### src/rtl/serial_adder.sv
// serial_adder
// Multi-cycle adder/subtractor. Operands are consumed BITS_PER_CYCLE bits per
// clock through a carry register, so a WIDTH-bit operation takes
// WIDTH/BITS_PER_CYCLE beats. A start/busy/done handshake fronts the datapath.
//
// Ports
//   i_clk    rising-edge clock
//   i_rst_n  asynchronous active-low reset
//   i_start  request, sampled only in IDLE or DONE
//   i_a      operand A, captured on the accepting edge
//   i_b      operand B, captured on the accepting edge
//   i_cin    carry-in for add (ignored when i_sub=1)
//   i_sub    0: a+b+cin, 1: a-b (as a+~b+1)
//   o_busy   high while beats are being processed
//   o_done   one-cycle pulse, results valid
//   o_sum    result, held until the next operation completes
//   o_cout   carry out of the MSB (for subtract, 1 = no borrow)
//   o_ovf    two's-complement overflow
//
// state  | meaning
// -------+----------------------------------------------------------
// S_IDLE | waiting for i_start
// S_RUN  | one beat per clock, counter selects the final beat
// S_DONE | results just updated, o_done high; may accept a new start

module serial_adder #(
    parameter int WIDTH          = 8,
    parameter int BITS_PER_CYCLE = 1
) (
    input  logic             i_clk,
    input  logic             i_rst_n,
    input  logic             i_start,
    input  logic [WIDTH-1:0] i_a,
    input  logic [WIDTH-1:0] i_b,
    input  logic             i_cin,
    input  logic             i_sub,
    output logic             o_busy,
    output logic             o_done,
    output logic [WIDTH-1:0] o_sum,
    output logic             o_cout,
    output logic             o_ovf
);

    localparam int K  = BITS_PER_CYCLE;
    localparam int N  = WIDTH / K;
    localparam int CW = (N > 1) ? $clog2(N) : 1;
    localparam logic [CW-1:0] LAST = CW'(N - 1);

    generate
        if (WIDTH < 2 || K < 1 || (WIDTH % K) != 0) begin : g_bad_params
            $error("serial_adder: WIDTH must be >= 2 and a multiple of BITS_PER_CYCLE");
        end
    endgenerate

    typedef enum logic [1:0] {
        S_IDLE = 2'd0,
        S_RUN  = 2'd1,
        S_DONE = 2'd2
    } state_t;

    state_t           r_state;
    state_t           w_next_state;
    logic             w_accept;
    logic             w_last;

    logic [WIDTH-1:0] r_opa;
    logic [WIDTH-1:0] r_opb;
    logic             r_carry;
    logic [CW-1:0]    r_cnt;
    logic [WIDTH-1:0] r_res;
    logic [WIDTH-1:0] r_sum;
    logic             r_cout;
    logic             r_ovf;

    logic [K:0]       w_slice;
    logic             w_carry_msb;
    logic [WIDTH-1:0] w_res_next;

    assign w_last  = (r_cnt == LAST);
    assign w_slice = {1'b0, r_opa[K-1:0]} + {1'b0, r_opb[K-1:0]} + {{K{1'b0}}, r_carry};

    // Carry into the top bit of the slice, recovered from its sum bit:
    // s = a ^ b ^ c  =>  c = s ^ a ^ b. Avoids a second narrower adder.
    assign w_carry_msb = w_slice[K-1] ^ r_opa[K-1] ^ r_opb[K-1];

    // Result fills from the top so that after N beats slice 0 sits at the LSBs.
    generate
        if (N == 1) begin : g_res_one
            assign w_res_next = w_slice[K-1:0];
        end else begin : g_res_many
            assign w_res_next = {w_slice[K-1:0], r_res[WIDTH-1:K]};
        end
    endgenerate

    always_ff @(posedge i_clk or negedge i_rst_n) begin
        if (!i_rst_n) begin
            r_state <= S_IDLE;
        end else begin
            r_state <= w_next_state;
        end
    end

    always_comb begin
        w_next_state = r_state;
        w_accept     = 1'b0;
        case (r_state)
            S_IDLE: begin
                if (i_start) begin
                    w_next_state = S_RUN;
                    w_accept     = 1'b1;
                end
            end
            S_RUN: begin
                if (w_last) begin
                    w_next_state = S_DONE;
                end
            end
            S_DONE: begin
                if (i_start) begin
                    w_next_state = S_RUN;
                    w_accept     = 1'b1;
                end else begin
                    w_next_state = S_IDLE;
                end
            end
            default: begin
                w_next_state = S_IDLE;
            end
        endcase
    end

    always_ff @(posedge i_clk or negedge i_rst_n) begin
        if (!i_rst_n) begin
            r_opa   <= '0;
            r_opb   <= '0;
            r_carry <= 1'b0;
            r_cnt   <= '0;
            r_res   <= '0;
            r_sum   <= '0;
            r_cout  <= 1'b0;
            r_ovf   <= 1'b0;
        end else if (w_accept) begin
            r_opa   <= i_a;
            r_opb   <= i_sub ? ~i_b : i_b;
            r_carry <= i_sub | i_cin;
            r_cnt   <= '0;
            r_res   <= '0;
        end else if (r_state == S_RUN) begin
            r_carry <= w_slice[K];
            r_res   <= w_res_next;
            r_opa   <= r_opa >> K;
            r_opb   <= r_opb >> K;
            r_cnt   <= r_cnt + CW'(1);
            if (w_last) begin
                r_sum  <= w_res_next;
                r_cout <= w_slice[K];
                r_ovf  <= w_carry_msb ^ w_slice[K];
            end
        end
    end

    assign o_busy = (r_state == S_RUN);
    assign o_done = (r_state == S_DONE);
    assign o_sum  = r_sum;
    assign o_cout = r_cout;
    assign o_ovf  = r_ovf;

endmodule
### config.mk
export PLATFORM = sky130hd
export DESIGN_NAME = serial_adder
export DESIGN_NICKNAME = d
export VERILOG_FILES = /design/src/rtl/serial_adder.sv
export SDC_FILE = /design/constraint.sdc
export NUM_CORES = 1
export LEC_CHECK = 0
export ABC_AREA = 1
export CORE_MARGIN = 2
export CORE_UTILIZATION = 25
export CTS_CLUSTER_SIZE = 8
export DETAILED_ROUTE_END_ITERATION = 8
export SYNTH_ARGS = -nofsm -noshare
export SYNTH_HDL_FRONTEND = slang
export SYNTH_SLANG_ARGS = --single-unit
### constraint.sdc
create_clock -name i_clk -period 2 [get_ports i_clk]
set_clock_uncertainty 0.2 [all_clocks]
set_input_delay 0.3 -clock i_clk [delete_from_list [all_inputs] [get_ports i_clk]]
set_output_delay 0.3 -clock i_clk [all_outputs]
set_load 0.02 [all_outputs]
Word level (Yosys, flattened, before mapping). Index checks and enable logic that the tools add are counted.

Bits in latches: 0. Bits in read-only memories: 0. RAM bits: 0. Input port bits: 21. Register bits after elaboration: 40. Word-level logic and storage cells: 45. Output and inout bits: 12. Memories kept: 0.

Shift-type cells: 0. Multipliers: 0. Reduce and logical (&&, ||, !) cells: 5. $lt $le $gt $ge: 0. Equality and inequality tests: 5. Add/sub/neg operators: 3. Bitwise operators: 6. Mux-type cells: 17. Div/mod/pow operators: 0.

Operators by type and width (number): two-way mux 8 bit (7); NOT 8 bit (1); two-way mux 3 bit (2); case mux 2 bit (3 select lines) (1); two-way mux 1 bit (5); two-way mux 2 bit (2); adder 3 x 1 -> 3 bit, second input constant (1); equality test 3 bit, second input constant (1); AND reduction 3 bit (1); bitwise XOR 1 bit (3); adder 1 x 1 -> 2 bit (1); adder 2 x 1 -> 2 bit (1); equality test 2 x 1 -> 1 bit, second input constant (1); equality test 2 bit, second input constant (1); zero test 2 bit (1); inequality test 2 x 1 -> 1 bit, second input constant (1); inequality test 2 bit, second input constant (1); AND reduction 2 bit (1); nonzero test 2 bit (1); OR reduction 2 bit (1); NOT 1 bit (1); bitwise OR 1 bit (1).

Depth between registers and ports, before layout.
Word-level depth: 5. Gate-level depth with buffers: 8. Gate-level depth less buffers: 7.

Worst setup path after synthesis. Ideal clock, no wire load.

Path kind: register -> register. Start point: register r_opa[0]. End point: register r_ovf (netlist: o_ovf). Path buffers: 0. Stages on the path, launching flop included: 8. Arrival time: 1.257 ns. Library setup time: 0.117 ns. Data required time: 1.683 ns. Setup slack: 0.425 ns. Period minus slack after synthesis: 1.575 ns. Cell sequence: dfrtp_1 -> fa_1 -> inv_1 -> nand2_1 -> nand2_1 -> nand2_1 -> nand3_1 -> nand2_1.

Cells in the longest elaborated chain, start to end: 5.

RTL lines: from (decl) (RTL line 66) `logic [WIDTH-1:0] r_opa;`; from (signal assigned) (RTL line 143) `r_opa <= i_a;`; from (signal assigned) (RTL line 151) `r_opa <= r_opa >> K;`; adder 1 x 1 -> 2 bit (RTL line 80) `assign w_slice = {1'b0, r_opa[K-1:0]} + {1'b0, r_opb[K-1:0]} + {{K{1'b0}}, r_carry};`; adder 2 x 1 -> 2 bit (RTL line 80); via w_slice[0] (RTL line 75) `logic [K:0] w_slice;`; bitwise XOR 1 bit (2 in a row) (RTL line 84) `assign w_carry_msb = w_slice[K-1] ^ r_opa[K-1] ^ r_opb[K-1];`; bitwise XOR 1 bit (RTL line 157) `r_ovf <= w_carry_msb ^ w_slice[K];`; to (signal assigned) (RTL line 157); to (decl) (RTL line 73) `logic r_ovf;`.

The timed path passes the listed nets, and every way through them passes these cells. A chain may end at the register's enable or synchronous reset.

Worst setup path after layout.
Start point: register r_state[0]. End point: output o_busy.

Cells in the longest elaborated chain, start to end: 1.

RTL lines: from (decl) (RTL line 61) `state_t r_state;`; from (signal assigned) (RTL line 99) `r_state <= w_next_state;`; equality test 2 x 1 -> 1 bit (RTL line 162) `assign o_busy = (r_state == S_RUN);`; to (decl) (RTL line 37) `output logic o_busy,`.

No other way between the ends.

==> results.ini <==
[synthesis]
synth_area_per_cell_sq_um = 8.592
number_of_warnings_printed_during_yosys_synthesis = 0
netlist.top_cell.by_area = dfrtp_1
synth.distinct_cells = 23
synth_cells = 211
post_synth_main_area_contributors = dfrtp_1 (54%), nand2_1 (17%), inv_1 (3.9%), xnor2_1 (2.9%), o22ai_1 (2.8%)
synth_top_area_share = 0.5383
synth-seq-area-share = 0.5383
synth.cell_area_sq_um = 1813
postSynthRegisterBits = 39
synth_fp_nets = 235

[placement]
detailedPlacementHpwl_um = 2565
finalWeightedCongestion = 0.7268
preCtsSetupSlack_ns = 0.1794
place.detailed.instances = 337
port_buffers = 32

[sta]
final_worst_path_cycle_share = 0.8951
worstMarginPinSlew_ns = 0.4887
setup_viol_count_final = 0
hold_violations_final = 0
fin_tns_setup_ns = 0
final_ws_setup_ns = 0.2098
max-slew-margin-rel = 0.6742
max_clock_freq_mhz = 558.6
finalWorstPathRequiredPeriod_ns = 1.790
maxSlewViolCount = 0
rsz0062_at_grt = false

[power_and_ir_drop]
p_seq_frac = 0.389
combinationalPowerShare = 0.467
power_switching_share = 0.4093
power_switching_w = 0.001425
internal_power_w = 0.002056
static-leakage-power_nw = 1.108
pwr_per_cell_area_nw_per_um2 = 1514
peakVddDrop_v = 0.0004701
post-layout-total-power_w = 0.003481
power_frac_clock = 0.144

[finish]
layout-area-overhead-vs-synth_pct = 26.78
layout.nets = 270
layout.cells.most_common_list = nand2_1 (83), dfrtp_1 (39), clkdlybuf4s50_1 (29), inv_1 (19)
layout.filler_cells = 788
final_cell_count_no_fill = 346
final_common_cell = nand2_1
diodes = 0
layout-drive-gt1-share = 0.08502

[clocking]
cts.htree.levels = 2
cts.sink_count = 39
clock_tree.root_cell = clkbuf_8
post-cts-setup-buffer-count = 0
clk_latency_ns = 0.28
clockBufferDepth = 2
reg_clk_slew_reported_paths_ns = 0.07
cts_buffers = 5
cts_tree = built

[worst_setup_path]
worst_r2r_startpoint = r_opb[0]$_DFFE_PN0P_
arrival_ns = 1.29
rr_worst_depth = 7
criticalPathCategory = flip-flop to output port
worstSetupEndpointType = output port
worst-path-max-fanout = 5
ff2ff_setup_slack_ns = 0.30
reg2reg_to = o_ovf$_DFFE_PN0P_
critical_path_required_ns = 1.50
worstSetupStartpointType = flip-flop

[detailed_routing]
drt_iter0_markers = 81
route.detailed.drc = 0
post_drt_via_cell_ratio = 4.012
drt_pre_antenna_iters = 4
num_vias = 1388
routed_wl_um = 3539
drt.antenna.violating_nets = 0
route.detailed.wl_per_inst_um = 10.23

[min_path]
worst_hold_path.num_cells = 2
hold_path_end = r_opa[7]$_DFFE_PN0P_
hold_path.class = flip-flop to flip-flop
timing.hold.worst.start = r_opa[7]$_DFFE_PN0P_

[grt]
grt_pass1_wl_um = 6230
groute.layer.met2.usage = 0.1650
grt_overflow = 0
grt.met1_usage = 0.1313
gr-usage-met3 = 0.02862
grt_most_used_layer = met2
grt_max_degree = 40
antenna_found_initial = 0
grt_use_total = 0.1005
via_count_of_the_first_global_routing_pass = 1344

[floorplan]
io_count = 33
coreArea_sq_um = 7137
die_area_sq_um = 7950
die_height_um = 89.16
die_x_um = 89.16
row_count = 31
effective_utilization_at_floorplan = 0.2540

[flow_run]
maxCapViolCount = 0

[outcome]
outcome = finished, final reports clean

-- how the worst max path moves through the flow --
stage / startpoint / to / slack (ns) / cells past startpoint
6_report: r_state[0]$_DFFE_PN0P_ / o_busy / 0.21 / 3
5_1_grt: r_state[0]$_DFFE_PN0P_ / o_busy / 0.14 / 3
4_1_cts: r_state[0]$_DFFE_PN0P_ / o_busy / 0.18 / 3
3_5_place_dp: i_sub / r_opb[5]$_DFFE_PN0P_ / 0.18 / 6
3_3_place_gp: i_sub / r_opb[5]$_DFFE_PN0P_ / 0.19 / 6
2_1_floorplan: r_opa[0]$_DFFE_PN0P_ / o_ovf$_DFFE_PN0P_ / 0.43 / 7
-- routing by layer --
metal / part of all wire / vias to the layer above / routed length [um]
met3: 0.049 / 2 / 174
met5: 0 / - / 0
met4: 0.0034 / 0 / 12
met1: 0.48 / 628 / 1712
met2: 0.46 / 33 / 1640
li1: - / 725 / -
-- flip-flops by register name, summed over array words and instances (netlist names) --
register / flops
r_cnt: 3
r_state: 2
o_ovf: 1
r_res: 7
r_opb: 8
r_carry: 1
o_sum: 8
o_cout: 1
r_opa: 8
-- cell usage after synthesis --
cell type and instances:
a21oi_1 2, buf_2 4, buf_4 1, buf_6 4, clkinv_2 1, dfrtp_1 39
fa_1 1, ha_1 2, inv_1 19, inv_2 2, inv_4 1, nand2_1 83
nand2_2 3, nand2_4 1, nand3_1 9, nor2_1 6, nor2_4 1, o211ai_1 1
o21ai_0 7, o21ai_1 9, o21ai_2 1, o22ai_1 8, xnor2_1 6
-- critical path, stage by stage (launching register included) --
cell and delay (ns):
dfrtp_1 0.39, inv_2 0.08, nor2_4 0.17, dlygate4sd2_1 0.37
-- final cells by class --
class,instances,area [sq um],area share
clock inverter,1,5.005,0.002177
tap,99,123.9,0.05389
clock buffer,7,76.32,0.03321
timing repair buffer,37,352.8,0.1535
sequential,39,975.9,0.4246
inverter,23,90.09,0.03919
multi-input combinational,140,674.4,0.2934
-- through the flow --
step | hold WS, ns | utilization | area [sq um]
2_1_floorplan | -0.1956 | - | 1813
5_1_grt | 0.2967 | 0.3221 | 2298
6_report | 0.2738 | 0.3221 | 2298
3_3_place_gp | 0.1831 | 0.3096 | 2210
3_5_place_dp | 0.1847 | 0.3096 | 2210
4_1_cts | 0.2790 | 0.3221 | 2298
-- cells by family after synthesis --
family	synth area share
and+or+nand+nor	0.2319
DFF	0.5383
xor gates and xnor gates	0.02899
AOI/OAI and AO/OA	0.08627
buffers and inverters	0.08972
adders and majority gates	0.02484
-- repair_timing --
item | CTS | global route
endpoints found under the hold margin | 39 | 0
hold buffers | 1 | 0
endpoints found under the setup margin | 2 | 0
gates resized for setup | 2 | 0
-- power by group through the flow --
stage	registers, W	clock network [W]	logic (W)
floorplan	0.00144	0	0.00109
global placement	0.00136	0	0.00162
detailed placement	0.00137	0	0.00165
CTS	0.00136	0.000524	0.00165
global route	0.00140	0.000561	0.00186
finish	0.00135	0.000502	0.00163
Note: power is estimated with default switching activity, not from simulation.
